===== config.mk =====
export PLATFORM = sky130hd
export DESIGN_NAME = button_event_gen
export DESIGN_NICKNAME = d
export VERILOG_FILES = /design/src/rtl/button_event_gen.sv
export SDC_FILE = /design/constraint.sdc
export NUM_CORES = 1
export LEC_CHECK = 0
export BUFFER_PORTS_ARGS = -buffer_cell sky130_fd_sc_hd__clkbuf_2
export CORE_UTILIZATION = 59
export CTS_CLUSTER_DIAMETER = 100
export CTS_CLUSTER_SIZE = 40
export DETAILED_ROUTE_END_ITERATION = 8
export PLACE_DENSITY = 0.76
export SYNTH_ARGS = -nofsm -noshare
export SYNTH_HDL_FRONTEND = slang
export SYNTH_SLANG_ARGS = --single-unit

===== constraint.sdc =====
create_clock -name clock -period 2 [get_ports clock]
set_input_delay 0.2 -clock clock [delete_from_list [all_inputs] [get_ports clock]]
set_output_delay 0.2 -clock clock [all_outputs]
set_load 0.005 [all_outputs]

===== src/rtl/button_event_gen.sv =====
`default_nettype none
// ============================================================================
// Module   : button_event_gen
// Brief    : Turns a debounced button level into single-cycle press, release,
//            long-press and optional auto-repeat events.
// Options  : `define BUTTON_AUTO_REPEAT_EN enables repeat_pulse in LONG.
//            When undefined, repeat_pulse is 0 and REPEAT_CYCLES is unused.
// Revision : 1.0 - initial release
// ============================================================================
module button_event_gen #(
  parameter int CNT_W         = 24,
  parameter int LONG_CYCLES   = 10_000_000,
  parameter int REPEAT_CYCLES = 2_500_000
) (
  input  logic       clock,
  input  logic       reset,
  input  logic       btn_in,
  input  logic       enable,
  output logic       press_pulse,
  output logic       release_pulse,
  output logic       long_pulse,
  output logic       repeat_pulse,
  output logic       held,
  output logic [1:0] state_o
);

  typedef enum logic [1:0] {
    ST_IDLE    = 2'd0,
    ST_PRESSED = 2'd1,
    ST_LONG    = 2'd2
  } state_t;

  localparam logic [CNT_W-1:0] c_long_term = CNT_W'(LONG_CYCLES - 1);
  localparam logic [CNT_W-1:0] c_cnt_one   = CNT_W'(1);

  // Reject parameter sets the hold counter cannot represent.
  if (LONG_CYCLES < 2 || LONG_CYCLES >= (2 ** CNT_W)) begin : g_bad_long
    $error("button_event_gen: LONG_CYCLES out of range");
  end
  if (REPEAT_CYCLES < 2 || REPEAT_CYCLES >= (2 ** CNT_W)) begin : g_bad_repeat
    $error("button_event_gen: REPEAT_CYCLES out of range");
  end

  state_t           r_state;
  logic [CNT_W-1:0] r_cnt;
  logic             r_btn_q;
  logic             w_rise;
  logic             w_fall;

`ifdef BUTTON_AUTO_REPEAT_EN
  localparam logic [CNT_W-1:0] c_repeat_term = CNT_W'(REPEAT_CYCLES - 1);
  logic r_repeat;
`endif

  // Edge detect against the previous level; btn_q resets to 1 so a button
  // held through reset does not look like a fresh press.
  assign w_rise = btn_in & ~r_btn_q;
  assign w_fall = ~btn_in & r_btn_q;

  // Event FSM: state, hold counter and all registered outputs.
  always_ff @(posedge clock or negedge reset) begin
    if (!reset) begin
      r_state       <= ST_IDLE;
      r_cnt         <= '0;
      r_btn_q       <= 1'b1;
      press_pulse   <= 1'b0;
      release_pulse <= 1'b0;
      long_pulse    <= 1'b0;
      held          <= 1'b0;
`ifdef BUTTON_AUTO_REPEAT_EN
      r_repeat      <= 1'b0;
`endif
    end else begin
      r_btn_q       <= btn_in;
      press_pulse   <= 1'b0;
      release_pulse <= 1'b0;
      long_pulse    <= 1'b0;
      held          <= 1'b0;
`ifdef BUTTON_AUTO_REPEAT_EN
      r_repeat      <= 1'b0;
`endif
      if (!enable) begin
        // Disabled: silently drop to IDLE, no release event.
        r_state <= ST_IDLE;
        r_cnt   <= '0;
      end else begin
        case (r_state)
          ST_IDLE: begin
            r_cnt <= '0;
            if (w_rise) begin
              r_state     <= ST_PRESSED;
              press_pulse <= 1'b1;
              held        <= 1'b1;
            end
          end
          ST_PRESSED: begin
            if (w_fall) begin
              r_state       <= ST_IDLE;
              r_cnt         <= '0;
              release_pulse <= 1'b1;
            end else if (r_cnt == c_long_term) begin
              r_state    <= ST_LONG;
              r_cnt      <= '0;
              long_pulse <= 1'b1;
              held       <= 1'b1;
            end else begin
              r_cnt <= r_cnt + c_cnt_one;
              held  <= 1'b1;
            end
          end
          ST_LONG: begin
            if (w_fall) begin
              r_state       <= ST_IDLE;
              r_cnt         <= '0;
              release_pulse <= 1'b1;
            end else begin
              held <= 1'b1;
`ifdef BUTTON_AUTO_REPEAT_EN
              if (r_cnt == c_repeat_term) begin
                r_cnt    <= '0;
                r_repeat <= 1'b1;
              end else begin
                r_cnt <= r_cnt + c_cnt_one;
              end
`else
              r_cnt <= '0;
`endif
            end
          end
          default: begin
            // Illegal encoding recovers to IDLE.
            r_state <= ST_IDLE;
            r_cnt   <= '0;
          end
        endcase
      end
    end
  end

`ifdef BUTTON_AUTO_REPEAT_EN
  assign repeat_pulse = r_repeat;
`else
  assign repeat_pulse = 1'b0;
`endif

  assign state_o = r_state;

endmodule
`default_nettype wire


## After elaboration in Yosys (flattened, before gate mapping)

Cells that the tools add are included.

- Register bits: 31
- Input port bits: 4
- Logic and storage cells: 44

- $add $sub $neg: 1
- Eq/ne operators: 6
- Multiplexer cells: 23
- Bitwise logic cells: 4
- Reductions and logical operators: 3

Operators with widths:

| cell | count |
|---|---|
| two-way mux 24 bit | 4 |
| adder 24 x 1 -> 24 bit, second input constant | 1 |
| == test 24 bit, second input constant | 1 |
| two-way mux 1 bit | 12 |
| two-way mux 2 bit | 5 |
| != test 3 bit, second input constant | 2 |
| case mux 2 bit (3 select lines) | 1 |
| != test 4 bit, second input constant | 1 |
| AND reduction 3 bit | 1 |
| bitwise AND 1 bit | 2 |
| == test 2 x 1 -> 1 bit, second input constant | 1 |
| == test 2 bit, second input constant | 1 |
| logical NOT 2 bit | 1 |
| inverter 1 bit | 2 |
| case mux 1 bit (2 select lines) | 1 |
| OR reduction 2 bit | 1 |

## Logic depth before layout (Yosys ltp)

- Depth in word-level cells: 5
- Gate-level depth with buffers: 7

## Worst setup path after synthesis

OpenSTA, ideal clock, no wires.

- Path kind: register to register
- Start point: register r_cnt[0]
- End point: register r_cnt[20]
- Arrival: 1,639 ps
- Required time: 1,923 ps
- Path slack: 283 ps
- Cell stages (with the launch flop): 7
- Path through: dfrtp_1 -> ha_1 -> and3_1 -> buf_2 -> nand3_1 -> or4_1 -> a21oi_1

- Longest elaborated chain between the ends: 5

Ends and longest elaborated chain:

| item | RTL line | text |
|---|---|---|
| start, declared | 45 | `logic [CNT_W-1:0] r_cnt;` |
| start signal, assigned | 107 | `r_cnt <= r_cnt + c_cnt_one;` |
| adder 24 x 1 -> 24 bit / == test 24 bit (equally long branches) | 107, 101 |  |
| two-way mux 24 bit (*) | 101 | `end else if (r_cnt == c_long_term) begin` |
| two-way mux 24 bit (*) | 97 | `if (w_fall) begin` |
| two-way mux 24 bit (*) | n/a |  |
| two-way mux 24 bit (*) | 82 | `if (!enable) begin` |

Every way passes the cells marked *; elsewhere a longest branch is shown, timed or not.
A chain may end at the register's enable or synchronous reset.

## Final worst setup path

Same ends and word-level chain as after synthesis.

==> run metrics <==
status complete, no violations; total global-route track usage 0.247; Area Growth Syn to Fin 7.89%; top sig layer met4; most frequent cell after synthesis dfrtp_1; met3 wire len 104 um; Synth Area in Simple Gates 0.257; RSZ-0062 raised after global routing false; EDFF count, synth 0; Max-slew headroom 0.503; setup TNS 0 ns; P per Cell Area 635 nW/um2; hold path cells 3; CP Data Required Time 2.26 ns; largest family of logic cells by synthesized area simple AND/OR/NAND/NOR gates; adder-cell share of the synthesized area 0.0383; depth of the most critical reg-to-reg path 5; Ys Warns 0; crit-path cells ha_1 -> and3_1 -> nand3_1 -> or4_1 -> a21oi_1; crit path DAT 2.12 ns; drt first pass iters 4; Layout Nets 188; slowest CP cell or4_1; clock-pin slew reported for the worst setup and hold paths after clock tree synthesis 0.10 ns; io pins 11; Die Area 2980 um2; die width 54.6 um; Synth async-reset ratio 1.00; hpwl dp between 2000 and 2500 um; total grt overflow 0; core box area around 2500 um2; max-slew violations 0; number of synthesized register bits 31; Least-Margin Pin Slew 0.746 ns; worst-path fanout max 8; setup violators final 0; Root Driver clkbuf_4; H-tree depth 2; Routed Antenna Nets 0; PortBufs 9; initial DRC count 38; Hold Path End release_pulse; maximum VDD drop 0.619 mV; first-pass GRT wire length around 5000 um; CTS sink count 31; Starting Density 0.642; routability cong. 0.789; worst r2r dst r_cnt[20]; Main synth FF type dfrtp_1; post_cts resized 0; maxcap violations 0; Filler cells 197; most common library cells after synthesis dfrtp_1 (30), nor2_1 (18), nand3_1 (15); Site Rows 18; Hold-fix buffers, CTS 2; Worst Hold Launch enable; Pleak 0.721 nW; total CTS buffers 5; Hold/Removal Path Class in -> reg; Yosys top cell area share 0.459; Yosys cell types 35; fmax about 540 MHz; Clock Tree Buf Depth 2; drt total wl 3080 um; final core occ 0.693; vias 1270; Cells after Synth between 150 and 200; Final Hold Viols 0; Post-Syn Area 1630 um2; share of cells above drive strength 1 0.111; DR WL/cell 14.7 um; DRC 0; Post-CTS Setup Inserts 0; Synth area leaders dfrtp_1 (46%), nand3_1 (4.6%), nor2_1 (4.1%); CP max stage delay around 0.53 ns; met2 WL 1480 um; die height 54.6 um; initial antenna violation count 0; Inserted Diodes 0; mux contribution to synthesized area 0; Post-Synth XOR/XNOR Area 0.0643; Final min period roughly 1.9 ns; post-synth top area cell dfrtp_1; Reg2Reg Launch Point r_cnt[0]; reg2reg setup slack 0.15 ns; synthesized area per cell 9.78 um2; Synth Area in Compound Gates 0.116; number of global-route vias before repair 1097; post-synthesis net count 176; sequential fraction of the synthesis area 0.475; final worst-path cycle share 0.927; CTS tree built; Multi-input gate area 781 um2; crit start category flip-flop; WS Path Type reg -> reg; nature of the critical path endpoint flip-flop; DRT met1 WL 1460 um; largest net degree at the start of global routing 32; Reg area between 700 and 800 um2; Vias/cell 6.05; skew final 0.00507 ns; Clk Latency, worst-skew pair 0.34 ns
==> final cells by class <==
class | instances | area share
clock buffers | 8 | 0.0390
inverters | 5 | 0.0106
multi-input cells | 123 | 0.443
flip-flops and latches | 31 | 0.441
well taps | 30 | 0.0213
repair buffers | 13 | 0.0454
==> registers in the layout (all words and copies together), names as in the netlist <==
register	flops
r_btn_q	1
r_cnt	24
state_o	2
press_pulse	1
held	1
long_pulse	1
release_pulse	1
==> cell usage in the layout (no fill, tap or decap), drive strengths merged, types with 6 or more instances in the layout <==
| cell type | count |
|---|---|
| dfrtp | 30 |
| nor2 | 18 |
| clkbuf | 17 |
| nand3 | 15 |
| a21oi | 13 |
| o31ai | 9 |
| or4 | 9 |
| nand4 | 7 |
| nand2 | 6 |
| xnor2 | 6 |
| xor2 | 6 |
==> cell families (layout without fill, tap and decap cells) <==
kind of cell | after synthesis | count (layout)
flops | 31 | 31
buf+inv | 13 | 26
fa+ha+maj | 5 | 5
simple gates | 75 | 75
other cells | 1 | 1
xor+xnor | 12 | 12
compound gates | 30 | 30
==> power breakdown <==
group          total (W)  switching (W)  leakage (nW)  internal [W]
Sequential      0.000639     0.00000542         0.428      0.000634
Clock           0.000421       0.000214        0.0386      0.000207
Combinational  0.0000593      0.0000382         0.254     0.0000211
Total            0.00112       0.000258         0.721      0.000861
==> worst max path at each step <==
stage                     startpoint   endpoint  cells past startpoint
after CTS                   r_cnt[0]  r_cnt[20]                      5
after detailed placement    r_cnt[0]  r_cnt[20]                      5
final                       r_cnt[0]  r_cnt[20]                      5
after global placement      r_cnt[0]  r_cnt[20]                      5
after floorplan             r_cnt[0]  r_cnt[20]                      6
after global routing        r_cnt[7]  r_cnt[20]                      4
==> worst max-delay path, delay by kind of cell (launching register included) <==
| kind | cells | cell delay, ns |
|---|---|---|
| DFF | 1 | 0.42 |
| AOI/OAI and AO/OA | 1 | 0.15 |
| and+or+nand+nor | 3 | 0.99 |
| adders and majority gates | 1 | 0.22 |
==> stage by stage <==
stage | setup WS, ns | power (W) | area, um2 | hold slack [ns] | std cells
CTS | 0.141 | 0.00113 | 1760 | 0.0951 | 210
floorplan | 0.283 | 0.000681 | 1630 | -0.0956 | 167
detailed placement | 0.159 | 0.000709 | 1670 | 0.305 | 200
finish | 0.146 | 0.00112 | 1760 | 0.115 | 210
global route | 0.0140 | 0.00117 | 1760 | 0.0932 | 210
global placement | 0.234 | 0.000705 | 1670 | 0.295 | 200
==> metal layers <==
| metal | track usage | up-vias |
|---|---|---|
| met4 | 0.103 | 0 |
| met5 | 0 | - |
| met3 | 0.0917 | 5 |
| li1 | - | 631 |
| met2 | 0.390 | 16 |
| met1 | 0.302 | 618 |
Note: power is estimated with default switching activity, not from simulation.
